`src/rtl/fact_arb.sv`:
```
// Round-robin arbiter/sequencer sharing one factorial core between NREQ requesters.
// It latches the winner's operand, pulses go, and waits for done/err under a watchdog.
// The result goes back to the owner with a one-cycle ack.
module fact_arb #(
   parameter  int unsigned NREQ    = 2,
   parameter  int unsigned NW      = 4,
   parameter  int unsigned W       = 32,
   parameter  int unsigned TIMEOUT = 1024,
   localparam int unsigned OW      = $clog2(NREQ)
) (
   input  logic             clk,
   input  logic             rst_n,
   input  logic [NREQ-1:0]  req,
   input  logic [NREQ*NW-1:0] req_n,
   output logic [NREQ-1:0]  ack,
   output logic [W-1:0]     rsp_nf,
   output logic             rsp_err,
   output logic             rsp_tmo,
   output logic             busy,
   output logic [OW-1:0]    owner,
   output logic [W-1:0]     f_n,
   output logic             f_go,
   input  logic             f_done,
   input  logic             f_err,
   input  logic [W-1:0]     f_nf
);

   localparam int unsigned TW = $clog2(TIMEOUT);

   typedef enum logic [1:0] {S_IDLE, S_ISSUE, S_WAIT, S_RESP} state_e;

   state_e          state_q, state_d;
   logic [NREQ-1:0] ack_q, ack_d;
   logic [W-1:0]    rsp_nf_q, rsp_nf_d;
   logic            rsp_err_q, rsp_err_d;
   logic            rsp_tmo_q, rsp_tmo_d;
   logic            busy_q, busy_d;
   logic [OW-1:0]   owner_q, owner_d;
   logic [W-1:0]    f_n_q, f_n_d;
   logic            f_go_q, f_go_d;
   logic [OW-1:0]   last_q, last_d;
   logic [TW-1:0]   timer_q, timer_d;
   logic [NREQ-1:0] mask_q, mask_d;

   logic [NREQ-1:0] elig;
   logic [OW-1:0]   cand;
   logic [OW-1:0]   gnt;
   logic            found;
   logic            first_wait;

   // Per-requester operand slices
   logic [NW-1:0] op_a [NREQ];
   for (genvar gi = 0; gi < NREQ; gi++) begin : g_op
      assign op_a[gi] = req_n[gi*NW +: NW];
   end

   // State and output registers
   always_ff @(posedge clk or negedge rst_n) begin
      if (!rst_n) begin
         state_q   <= S_IDLE;
         ack_q     <= '0;
         rsp_nf_q  <= '0;
         rsp_err_q <= 1'b0;
         rsp_tmo_q <= 1'b0;
         busy_q    <= 1'b0;
         owner_q   <= '0;
         f_n_q     <= '0;
         f_go_q    <= 1'b0;
         last_q    <= OW'(NREQ - 1);
         timer_q   <= '0;
         mask_q    <= '0;
      end else begin
         state_q   <= state_d;
         ack_q     <= ack_d;
         rsp_nf_q  <= rsp_nf_d;
         rsp_err_q <= rsp_err_d;
         rsp_tmo_q <= rsp_tmo_d;
         busy_q    <= busy_d;
         owner_q   <= owner_d;
         f_n_q     <= f_n_d;
         f_go_q    <= f_go_d;
         last_q    <= last_d;
         timer_q   <= timer_d;
         mask_q    <= mask_d;
      end
   end

   // Next-state logic; registered outputs take the value they must show in the next state
   always_comb begin
      state_d   = state_q;
      ack_d     = '0;
      rsp_nf_d  = rsp_nf_q;
      rsp_err_d = rsp_err_q;
      rsp_tmo_d = rsp_tmo_q;
      owner_d   = owner_q;
      f_n_d     = f_n_q;
      f_go_d    = 1'b0;
      last_d    = last_q;
      timer_d   = timer_q;
      mask_d    = mask_q;
      cand      = '0;
      gnt       = '0;
      found     = 1'b0;

      // Round-robin search starting just after the last served requester
      elig = req & ~mask_q;
      for (int unsigned off = 1; off <= NREQ; off++) begin
         cand = OW'((32'(last_q) + off) % NREQ);
         if (!found && elig[cand]) begin
            found = 1'b1;
            gnt   = cand;
         end
      end

      // Timer is zero only in the first WAIT cycle, when core status is still stale
      first_wait = (timer_q == '0);

      case (state_q)
         S_IDLE: begin
            mask_d = '0;
            if (found) begin
               owner_d = gnt;
               f_n_d   = W'(op_a[gnt]);
               f_go_d  = 1'b1;
               state_d = S_ISSUE;
            end
         end
         S_ISSUE: begin
            timer_d = '0;
            state_d = S_WAIT;
         end
         S_WAIT: begin
            if (!first_wait && f_err) begin
               rsp_err_d = 1'b1;
               rsp_tmo_d = 1'b0;
               rsp_nf_d  = '0;
               ack_d     = NREQ'(1) << owner_q;
               state_d   = S_RESP;
            end else if (!first_wait && f_done) begin
               rsp_err_d = 1'b0;
               rsp_tmo_d = 1'b0;
               rsp_nf_d  = f_nf;
               ack_d     = NREQ'(1) << owner_q;
               state_d   = S_RESP;
            end else if (timer_q == TW'(TIMEOUT - 1)) begin
               rsp_err_d = 1'b1;
               rsp_tmo_d = 1'b1;
               rsp_nf_d  = '0;
               ack_d     = NREQ'(1) << owner_q;
               state_d   = S_RESP;
            end else begin
               timer_d = timer_q + TW'(1);
            end
         end
         S_RESP: begin
            last_d  = owner_q;
            mask_d  = NREQ'(1) << owner_q;
            state_d = S_IDLE;
         end
         default: state_d = S_IDLE;
      endcase

      busy_d = (state_d != S_IDLE);
   end

   assign ack     = ack_q;
   assign rsp_nf  = rsp_nf_q;
   assign rsp_err = rsp_err_q;
   assign rsp_tmo = rsp_tmo_q;
   assign busy    = busy_q;
   assign owner   = owner_q;
   assign f_n     = f_n_q;
   assign f_go    = f_go_q;

endmodule

```
`config.mk`:
```
export PLATFORM = sky130hd
export DESIGN_NAME = fact_arb
export DESIGN_NICKNAME = d
export VERILOG_FILES = /design/src/rtl/fact_arb.sv
export SDC_FILE = /design/constraint.sdc
export NUM_CORES = 1
export LEC_CHECK = 0
export CAP_MARGIN = 20
export CELL_PAD_IN_SITES_DETAIL_PLACEMENT = 1
export CELL_PAD_IN_SITES_GLOBAL_PLACEMENT = 1
export CORE_UTILIZATION = 30
export CTS_BUF_LIST = sky130_fd_sc_hd__clkbuf_8
export DETAILED_ROUTE_END_ITERATION = 8
export GPL_TIMING_DRIVEN = 0
export PLACE_DENSITY_LB_ADDON = 0.1
export SYNTH_ARGS = -nofsm -noshare
export SYNTH_HDL_FRONTEND = slang
export SYNTH_SLANG_ARGS = --single-unit
```
`constraint.sdc`:
```
create_clock -name clk -period 3.9 [get_ports clk]
set_input_delay 0.39 -clock clk [delete_from_list [all_inputs] [get_ports clk]]
set_output_delay 0.39 -clock clk [all_outputs]
set_load 0.005 [all_outputs]
```
After elaboration in Yosys (flattened, before gate mapping)
Index checks and enable logic that the tools add are counted.

storage, ports and cells
  output and inout port bits = 71
  flip-flop bits (word level) = 58
  input port bits = 46
  logic and storage cells = 77

operators by class
  multiplexer cells = 34
  shift operators = 1
  reduce and logical (&&, ||, !) cells = 14
  order comparisons = 3
  bitwise logic cells = 3
  add/sub/neg operators = 3
  eq/ne operators = 7

operators with widths
  cell                   count
  $mux 32                3
  $mux 10                3
  $pmux 10 s2            1
  $mux 2                 8
  $mux 1                 14
  $mux 4                 3
  $add 10x1->10 const B  1
  $eq 10x10->1 const B   1
  $logic_not 10->1       1
  $pmux 2 s4             1
  $ne 2x2->1 const B     3
  $reduce_bool 2->1      3
  $eq 2x2->1 const B     2
  $lt 1x2->1 const B     2
  $pmux 2 s2             1
  $reduce_and 2->1       2
  $reduce_and 4->1       1
  $logic_and 1x1->1      3
  $reduce_bool 3->1      1
  $add 1x1->1 const B    2
  $and 2x2->2            1
  $eq 2x1->1 const B     1
  $ge 2x2->1 const B     1
  $logic_not 1->1        2
  4 further kinds        4

Longest topological paths before layout
  word-level depth = 12
  mapped depth = 9
  depth with buffers taken out = 6

Worst setup path after synthesis
OpenSTA, ideal clock, no wires.

  kind = flip-flop to flip-flop
  from = reg timer_q[0]
  to = reg timer_q[4]
  setup slack = 2.108 ns
  path buffers = 1
  required time = 3.831 ns
  cell stages (with the launch flop) = 7
  data arrival time = 1.723 ns
  library setup time = 0.069 ns
  path through = dfrtp_1 -> ha_1 -> and4_1 -> and4_1 -> buf_2 -> or4_1 -> nand3_1

on the way
  longest elaborated chain between the ends = 5

ends and longest elaborated chain
  what                                                      RTL line       source
  from (decl)                                               42             logic [TW-1:0] timer_q, timer_d;
  from (signal assigned)                                    83             timer_q <= timer_d;
  $add 10x1->10 / $logic_not 10->1 (equally long branches)  152, 116
  $mux 10 / $logic_not 1->1 (equally long branches)         145, 133, 139
  $mux 10, or another cell as far along                     139            end else if (!first_wait && f_done) begin
  $mux 10 / $ne 2x2->1 (equally long branches)              --
  $pmux 10 s2 / $reduce_and 4->1 (equally long branches)    --

Parallel ways exist; a longest one is shown, timed or not. The select of a mux whose other input is x is not followed.
A chain may end at the register's enable or synchronous reset.

Worst setup path in the final report
  from = reg timer_q[1]
  to = reg rsp_nf_q[5], in the netlist rsp_nf[5]

on the way
  longest elaborated chain between the ends = 5

ends and longest elaborated chain
  what                                                           RTL line  source
  $logic_not 10->1                                               116       first_wait = (timer_q == '0);
  $logic_not 1->1                                                133, 139
  $logic_and 1x1->1 (on tied branches)                           133, 139
  $reduce_bool 3->1 (no line) / $mux 32 (equally long branches)  --
  $reduce_and 2->1 (no line) / $mux 32 (equally long branches)   --
  to (signal assigned)                                           75        rsp_nf_q <= rsp_nf_d;
  to (decl)                                                      34        logic [W-1:0] rsp_nf_q, rsp_nf_d;

Parallel ways exist; a longest one is shown, timed or not.

==> results.yml <==
status:
  outcome: "finished clean"
place:
  gp_congestion: 0.752
  pre_cts_slack_ns: 1.71
  io_buffers: 88
  dp_hpwl_um: 5730
route:
  dr.pass1.iters: 4
  wl_um: 7880
  drt_first_iter_violations: 62
  dr_total_vias: 2523
  vias_per_cell: 4.40
  antenna_left: 0
  wl_per_cell_um: 13.7
  drc: 0
layout:
  area_delta_synth_final_pct: 42.6
  drive_above_1_share_pct: 13.4
  nets: 489
  antenna_cells: 0
  seq_area_sq_um: 1450
  multi_input_area_sq_um: 1260
  fillers: 1125
pwr:
  p_leak_nw: 1.95
  power_frac_clock_pct: 17.6
  p_seq_share_pct: 35.9
  sw_frac_of_total_pct: 34.8
  p_int_mw: 1.78
  power.switching_mw: 0.949
  vdd_drop_max_uv: 257
  powerDensity_nw_per_um2: 621
  totalPowerFinal_mw: 2.73
  pwr-share-comb_pct: 46.5
run:
  cap_violations: 0
clocking:
  postCtsSetupRepairBufs: 0
  clk_pin_slew_ns: 0.07
  ctsResizeCount: 0
  clock_latency_ns: 0.33
  cts.path.max_buffers: 2
  root_buffer: "clkbuf_8"
  cts_tree: "yes"
  htreeDepth: 3
  cts_hold_buffers: 0
  numCtsBuffers: 9
  clkSinkCount: 58
timing:
  maxSlewHeadroom_pct: 47.8
  rsz0062_at_grt: "false"
  fin_crit_sh_pct: 54.7
  fin_ws_ns: 1.76
  min_period_ns: 2.14
  hold_violations: 0
  tightest_slew_ns: 0.783
  fin_worst_skew_ns: 0.0127
  setup_tns_ns: 0
  clock.fmax_ghz: 0.468
  maxSlewViolCount: 0
  setup_viol: 0
floorplan:
  core_sq_um: 9860
  rows: 36
  floorplan.initialDensity_pct: 31.2
  dieWidth_um: 103
  io_pins: 117
  die_h_um: 103
  die_area_sq_um: 10700
yosys:
  synth_cells: 310
  synth_area_sq_um: 3080
  synth.distinct_cells: 46
  async_flop_share_pct: 100
  avgSynthCellArea_sq_um: 9.94
  ys_warn_count: 0
  seq_area_frac_synth_pct: 47.2
  synth_edf_count: 0
  ys_ff_latch: 58
  synth_ff_type: "dfrtp_1"
critical_path:
  r2r-start: "timer_q[1]$_DFFE_PN0P_"
  crit_type: "reg -> reg"
  critPathLaunch: "timer_q[1]$_DFFE_PN0P_"
  cp_common_cell: "buf_6"
  crit_chain: "ha_1 > and4_1 > nand4_2 > a21oi_2 > buf_6 > buf_6 > mux2i_1"
  crit_arrival_ns: 2.39
  worst_path_max_delay_cell: "dfrtp_1"
  path_max_fanout: 10
  slowest_delay_ns: 0.39
  crit_required_ns: 4.15
  start_kind: "flip-flop"
  crit_path_end_kind: "flip-flop"
global_route:
  gr-total-overflow: 0
  antenna_found_initial: 0
  grt_pass1_wl_um: 12400
  grt_pass1_vias: 2538
  grt_use_total_pct: 15.4
  grt_max_degree: 59
min_path:
  worstHoldPathType: "in -> async"
-- metrics by stage --
step	util, %	cell area, sq um	std cells	hold slack [ns]
floorplan	-	3180	337	0.0944
global placement	42.9	4230	558	0.471
detailed placement	42.8	4230	558	0.477
finish	44.5	4390	574	0.135
global route	44.5	4390	574	0.206
CTS	44.5	4390	574	0.160
-- synthesized netlist by cell type (2+ instances only) --
library cell	instances	area (sq um)
a21oi_1	2	10.0
a31o_1	3	26.3
a31o_2	2	17.5
a31oi_1	4	25.0
a32oi_1	2	17.5
and4_1	2	17.5
buf_2	3	15.0
buf_4	29	218
buf_6	2	22.5
buf_8	2	30.0
clkbuf_1	6	22.5
dfrtp_1	57	1430
ha_1	7	87.6
inv_1	41	154
mux2i_1	39	390
nand2_1	50	188
nand3_1	4	20.0
nand4_1	3	18.8
nor2_1	7	26.3
nor2b_1	4	25.0
nor3_1	3	15.0
nor4_1	4	25.0
o211ai_1	2	15.0
o21ai_0	2	10.0
o21ai_1	7	35.0
o311ai_1	3	26.3
-- layer usage --
| metal | track usage [%] | vias up | routed length [um] |
|---|---|---|---|
| met4 | 7.26 | 0 | 141 |
| met2 | 25.2 | 71 | 3750 |
| met5 | 0 | - | 0 |
| met1 | 19.5 | 1213 | 3550 |
| met3 | 3.23 | 12 | 439 |
| li1 | - | 1227 | - |
-- power groups by stage --
stage / Clock, mW / Sequential (mW) / Combinational [mW]
6_report: 0.479 / 0.980 / 1.27
4_1_cts: 0.506 / 0.985 / 1.30
3_3_place_gp: 0 / 0.982 / 1.26
3_5_place_dp: 0 / 0.995 / 1.29
2_1_floorplan: 0 / 0.998 / 0.624
5_1_grt: 0.534 / 1.01 / 1.42
-- kinds of logic (layout without fill, tap and decap cells) --
group / count (synthesis) / count (layout) / share of synthesized area, %
flip-flops: 58 / 58 / 47.2
buffers and inverters: 84 / 188 / 15.1
multiplexers: 39 / 39 / 12.7
other: 1 / 28 / 0.122
adder cells (fa/ha/maj): 7 / 7 / 2.84
AND/OR/NAND/NOR: 85 / 85 / 13.4
AO/OA/AOI/OAI: 36 / 36 / 8.65
-- layout make-up --
class	count	area share, %
flip-flops and latches	58	33.1
multi-input cells	195	28.8
repair buffers	88	20.0
plain buffers	42	7.01
well taps	133	3.79
inverters	42	3.59
clock buffers	10	3.13
clock inverters	6	0.655
-- placed cells by master (no fill, tap or decap), drive strengths merged, types with 3 or more instances in the layout --
cell | Yosys | final
clkdlybuf4s50 | 0 | 87
dfrtp | 57 | 57
nand2 | 50 | 50
inv | 42 | 45
mux2i | 39 | 39
buf | 36 | 37
conb | 1 | 28
clkbuf | 6 | 16
o21ai | 9 | 9
nor2 | 7 | 7
ha | 7 | 7
a31o | 5 | 5
nor2b | 4 | 4
a31oi | 4 | 4
nor4 | 4 | 4
nand3 | 4 | 4
nand4 | 4 | 4
nor3 | 3 | 3
o311ai | 3 | 3
a21oi | 3 | 3
-- state kept, by name, indices dropped and copies added, names as in the netlist --
register,flops
ack,2
busy,1
f_go,1
f_n,4
last_q,1
mask_q,2
owner,1
rsp_err,1
rsp_nf,32
rsp_tmo,1
state_q,2
timer_q,10
-- path summary, 6_finish.rpt --
check                           cells after the start  slack, ns                      to
worst max-delay path                                7       1.76   rsp_nf[5]$_DFFE_PN0P_
worst min-delay path                                1       0.13  rsp_nf[20]$_DFFE_PN0P_
min in group clk                                    2       0.48      last_q$_DFFE_PN1N_
worst max register to register                      7       1.76   rsp_nf[5]$_DFFE_PN0P_
max in group asynchronous                           1       3.24   rsp_nf[2]$_DFFE_PN0P_
worst min register to register                      2       0.48      last_q$_DFFE_PN1N_
-- critical path: cells and delay by family (launching register included) --
kind	cells	cell delay [ns]
and+or+nand+nor	2	0.60
DFF	1	0.39
buffers and inverters	2	0.38
adders and majority gates	1	0.25
AOI/OAI and AO/OA	1	0.23
muxes	1	0.22
(Power assumes the default switching activity.)
